<file path="src/rtl/syncgen.sv">
// syncgen: VGA-style raster timing generator.
//
// Produces horizontal/vertical position counters and registered sync,
// display-enable and frame-start strobes for a raster defined by the
// porch/pulse parameters. Counting is gated by the clock generator's lock
// status, which is brought into the pixel clock domain by a two-flop
// synchroniser. Losing lock parks the raster at (0,0) with idle outputs, and
// regaining lock restarts it from (0,0).
//
// Ports
//   pck      in   pixel clock (only clock)
//   rst_n    in   asynchronous active-low reset
//   locked   in   clock-generator lock, asynchronous to pck
//   hcnt     out  [9:0] horizontal position within the line
//   vcnt     out  [9:0] vertical line within the frame
//   hsync    out  horizontal sync, active low
//   vsync    out  vertical sync, active low
//   disp_en  out  high while (hcnt, vcnt) lies in the visible area
//   frame    out  one-cycle pulse as the raster steps into (0,0)
module syncgen #(
  parameter int unsigned HVISIBLE = 640,
  parameter int unsigned HFRONT   = 16,
  parameter int unsigned HWIDTH   = 96,
  parameter int unsigned HBACK    = 48,
  parameter int unsigned VVISIBLE = 480,
  parameter int unsigned VFRONT   = 10,
  parameter int unsigned VWIDTH   = 2,
  parameter int unsigned VBACK    = 33
) (
  input  logic       pck,
  input  logic       rst_n,
  input  logic       locked,
  output logic [9:0] hcnt,
  output logic [9:0] vcnt,
  output logic       hsync,
  output logic       vsync,
  output logic       disp_en,
  output logic       frame
);

  localparam int unsigned HPERIOD = HVISIBLE + HFRONT + HWIDTH + HBACK;
  localparam int unsigned VPERIOD = VVISIBLE + VFRONT + VWIDTH + VBACK;

  localparam logic [9:0] HLast    = 10'(HPERIOD - 1);
  localparam logic [9:0] VLast    = 10'(VPERIOD - 1);
  localparam logic [9:0] HVis     = 10'(HVISIBLE);
  localparam logic [9:0] VVis     = 10'(VVISIBLE);
  localparam logic [9:0] HSyncBeg = 10'(HVISIBLE + HFRONT);
  localparam logic [9:0] HSyncEnd = 10'(HVISIBLE + HFRONT + HWIDTH - 1);
  localparam logic [9:0] VSyncBeg = 10'(VVISIBLE + VFRONT);
  localparam logic [9:0] VSyncEnd = 10'(VVISIBLE + VFRONT + VWIDTH - 1);

  typedef enum logic [0:0] {StIdle, StRun} state_e;

  logic       sync1_q, sync2_q;
  logic       run;
  state_e     state_q, state_d;
  logic [9:0] hcnt_q, hcnt_d;
  logic [9:0] vcnt_q, vcnt_d;
  logic       hsync_q, hsync_d;
  logic       vsync_q, vsync_d;
  logic       disp_en_q, disp_en_d;
  logic       frame_q, frame_d;
  logic       hwrap, vwrap;

  // Two-flop synchroniser for the asynchronous lock status.
  always_ff @(posedge pck or negedge rst_n) begin
    if (!rst_n) begin
      sync1_q <= 1'b0;
      sync2_q <= 1'b0;
    end else begin
      sync1_q <= locked;
      sync2_q <= sync1_q;
    end
  end

  assign run   = sync2_q;
  assign hwrap = (hcnt_q == HLast);
  assign vwrap = (vcnt_q == VLast);

  // Outputs are decoded from the next counter values and registered together
  // with the counters, so every strobe lines up with the position it
  // describes and none of them is a combinational decode.
  always_comb begin
    state_d   = state_q;
    hcnt_d    = '0;
    vcnt_d    = '0;
    hsync_d   = 1'b1;
    vsync_d   = 1'b1;
    disp_en_d = 1'b0;
    frame_d   = 1'b0;

    unique case (state_q)
      // The first run cycle presents (0,0) rather than incrementing, so the
      // raster always starts from the origin after reset or re-lock.
      StIdle: begin
        if (run) begin
          state_d = StRun;
        end
      end
      StRun: begin
        if (!run) begin
          state_d = StIdle;
        end else begin
          if (hwrap) begin
            hcnt_d = '0;
            vcnt_d = vwrap ? 10'd0 : vcnt_q + 10'd1;
          end else begin
            hcnt_d = hcnt_q + 10'd1;
            vcnt_d = vcnt_q;
          end
          frame_d = hwrap && vwrap;
        end
      end
      default: begin
        state_d = StIdle;
      end
    endcase

    if (state_d == StRun) begin
      hsync_d   = !((hcnt_d >= HSyncBeg) && (hcnt_d <= HSyncEnd));
      vsync_d   = !((vcnt_d >= VSyncBeg) && (vcnt_d <= VSyncEnd));
      disp_en_d = (hcnt_d < HVis) && (vcnt_d < VVis);
    end
  end

  always_ff @(posedge pck or negedge rst_n) begin
    if (!rst_n) begin
      state_q   <= StIdle;
      hcnt_q    <= '0;
      vcnt_q    <= '0;
      hsync_q   <= 1'b1;
      vsync_q   <= 1'b1;
      disp_en_q <= 1'b0;
      frame_q   <= 1'b0;
    end else begin
      state_q   <= state_d;
      hcnt_q    <= hcnt_d;
      vcnt_q    <= vcnt_d;
      hsync_q   <= hsync_d;
      vsync_q   <= vsync_d;
      disp_en_q <= disp_en_d;
      frame_q   <= frame_d;
    end
  end

  assign hcnt    = hcnt_q;
  assign vcnt    = vcnt_q;
  assign hsync   = hsync_q;
  assign vsync   = vsync_q;
  assign disp_en = disp_en_q;
  assign frame   = frame_q;

endmodule

</file>
<file path="config.mk">
export PLATFORM = sky130hd
export DESIGN_NAME = syncgen
export DESIGN_NICKNAME = d
export VERILOG_FILES = /design/src/rtl/syncgen.sv
export SDC_FILE = /design/constraint.sdc
export NUM_CORES = 1
export LEC_CHECK = 0
export CORE_UTILIZATION = 51
export DETAILED_ROUTE_END_ITERATION = 8
export PLACE_DENSITY = 0.78
export SLEW_MARGIN = 0
export SYNTH_ARGS = -nofsm -noshare
export SYNTH_HDL_FRONTEND = slang
export SYNTH_SLANG_ARGS = --single-unit
</file>
<file path="constraint.sdc">
create_clock -name pck -period 3.31 [get_ports pck]
set_input_delay 0.331 -clock pck [delete_from_list [all_inputs] [get_ports pck]]
set_output_delay 0.331 -clock pck [all_outputs]
set_load 0.03 [all_outputs]
</file>
==> impl_metrics.toml <==
[drt]
dr.pass1.iters = 4
antenna_left = 0
drc = 0
first_iter_violations = 30
wl_mm = 3.253
vias = 1255
routedWlPerCell_um = 15.71
via_per_inst = 6.063

[power_and_ir_drop]
p_clk_frac = 0.276
p_int_uw = 388.1
power.density_nw_per_um2 = 284.8
vdd_drop_max_mv = 0.2782
power.leakage_uw = 0.0006541
p_seq_frac = 0.672
swShare = 0.2253
switchingPower_uw = 112.9
combPwrFrac = 0.051

[sta]
tightest_slew_ns = 1.174
finalCritPeriodShare = 0.8106
finalCriticalPeriod_ns = 2.683
skew_ns = 0.009847
fmax_mhz = 372.7
setup_ws_ns = 0.6270
finalSetupViolCount = 0
slew_viol_final = 0
rsz0062_at_grt = "false"
slew-limit-headroom = 0.2148
fin_setup_tns_ns = 0
hold_viol = 0

[place]
io_buffers = 26
pre_cts_slack_ns = 0.6582
dp_hpwl_mm = 2.454
gp_congestion = 0.9096

[logic_synthesis]
syn_nets = 156
synth_area_leader_cell = "dfrtp_1"
netlist_top_cells_area = "dfrtp_1 43%, nor2_1 5.4%, xor2_1 4.8%"
ys_warn_count = 0
yosysTopAreaCellShare = 0.4322
ys_seq_elements = 27
yosysUniqueCellTypes = 39
netlist_instances = 150
synth_area_um2 = 1448
yosysSeqAreaShare = 0.4685
synth.avg_cell_area_um2 = 9.651

[cells_and_area]
final_cell_mix = "26 x clkdlybuf4s50_1, 25 x dfrtp_1, 21 x nor2_1"
nets = 184
diodes = 0
final_common_cell = "clkdlybuf4s50_1"
regArea_um2 = 678.2
areaGrowthSynthToFinish_pct = 21.52
multiInputGateArea_um2 = 726.9
finish.utilization = 0.6852
fill_cells = 224
drive_above_1_share = 0.08475

[clocking]
cts_root_buffer = "clkbuf_4"
post-cts-setup-buffer-count = 0
cts_max_path_buffers = 2
path_clk_slew_ns = 0.14
cts_buffers = 3
tritoncts = "built"
cts_resized = 0
h-tree-depth = 1
clk_latency_ns = 0.32
clock-sinks = 27
holdBufCountCts = 0

[die]
rows = 18
dieArea_um2 = 3055
io_pins = 27
die_y_um = 55.28
initial_core_util = 0.5638
coreArea_um2 = 2567
die_width_um = 55.28

[global_route]
grt.total_usage = 0.2290
first_global_vias = 1266
grt_max_degree = 28
overflow = 0
antenna_found_initial = 0
grt_first_pass_wirelength_mm = 5.616

[worst_hold_path]
hold_end = "run"
min_path_cells = 0
min-delay-start = "sync1_q"
min_path_type = "reg -> reg"

[critical_path]
cp_data_arrival_time_ns = 2.93
end_kind = "flip-flop"
crit-reg2reg-launch = "hcnt[7]"
r2r_setup_slack_ns = 0.63
rr_endpoint = "disp_en"
worstSetupStartpointType = "flip-flop"
crit_type = "reg -> reg"
critPathMaxFanout = 11
timing.reg2reg.worst_path_depth = 5
critPathRequiredTime_ns = 3.56

[flow_run]
drv_cap = 0

[run_status]
status = "complete, no violations"
-- per-layer routing --
| layer | GRT usage | up-vias | wire length, um |
|---|---|---|---|
| li1 | - | 599 | - |
| met1 | 0.3037 | 613 | 1453 |
| met2 | 0.3735 | 35 | 1618 |
| met3 | 0.02576 | 8 | 101 |
| met4 | 0.1107 | 0 | 79 |
| met5 | 0 | - | 0 |
-- how the worst max path moves through the flow --
stage,startpoint,end,slack [ns],depth (start not counted)
6_report,hcnt[7],disp_en,0.63,5
5_1_grt,hcnt[0],disp_en,0.47,6
4_1_cts,hcnt[7],disp_en,0.66,5
3_5_place_dp,hcnt[7],disp_en,0.66,5
3_3_place_gp,hcnt[7],disp_en,0.81,5
2_1_floorplan,hcnt[7],disp_en,0.82,6
-- cell usage after synthesis, drive strengths merged --
| cell | number |
|---|---|
| dfrtp | 25 |
| nor2 | 21 |
| nand2 | 11 |
| nand3 | 8 |
| xor2 | 8 |
| a21oi | 6 |
| nand4 | 6 |
| o21ai | 6 |
| xnor2 | 6 |
| inv | 5 |
| a211oi | 4 |
| and2 | 4 |
| and3 | 4 |
| or3 | 4 |
| ha | 3 |
| buf | 2 |
| clkbuf | 2 |
| dfstp | 2 |
| mux2i | 2 |
| nor3 | 2 |
| nor4 | 2 |
| o2111ai | 2 |
| o31ai | 2 |
| or3b | 2 |
| or4 | 2 |
| or4b | 2 |
| a22oi | 1 |
| a31o | 1 |
| and4 | 1 |
| nand4b | 1 |
| nor4b | 1 |
| nor4bb | 1 |
| o21a | 1 |
-- registers in the layout (all words and copies together) (netlist names) --
name     cells
disp_en      1
sync1_q      1
vsync        1
frame        1
hsync        1
hcnt        10
run          1
state_q      1
vcnt        10
-- power groups by stage --
stage	logic [uW]	registers (uW)	clock network, uW
global placement	25.5	343	0
detailed placement	25.9	343	0
finish	25.6	337	139
CTS	26.0	337	144
floorplan	7.12	346	0
global route	28.4	338	160
-- cell type report --
type | instances | area share
Clock buffer | 3 | 0.01280
Clock inverter | 1 | 0.004267
Inverter | 5 | 0.01067
Multi-Input combinational cell | 114 | 0.4132
Sequential cell | 27 | 0.3855
Tap cell | 30 | 0.02134
Timing Repair Buffer | 27 | 0.1522
-- cell families after synthesis --
group / Yosys count / synth area share
multiplexers: 2 / 0.01383
adder cells (fa/ha/maj): 3 / 0.02593
buffers and inverters: 9 / 0.02939
AND/OR/NAND/NOR: 72 / 0.2740
AO/OA/AOI/OAI: 23 / 0.1037
flip-flops: 27 / 0.4685
XOR/XNOR: 14 / 0.08470
-- per-stage QoR --
stage | instances | power, uW | hold slack [ns] | area [um^2]
6_report | 207 | 501.0 | 0.3696 | 1759
3_3_place_gp | 203 | 368.2 | 0.3319 | 1729
3_5_place_dp | 203 | 368.9 | 0.3401 | 1729
2_1_floorplan | 150 | 352.8 | 0.03541 | 1448
4_1_cts | 207 | 507.0 | 0.3731 | 1759
5_1_grt | 207 | 525.9 | 0.3876 | 1759
-- worst max-delay path: stages, from the launching register on --
cell	delay [ns]
dfrtp_1	0.49
or4b_4	0.59
or3_1	0.48
o21ai_1	0.72
a21oi_1	0.13
a211oi_1	0.20
Note: power is estimated with default switching activity, not from simulation.
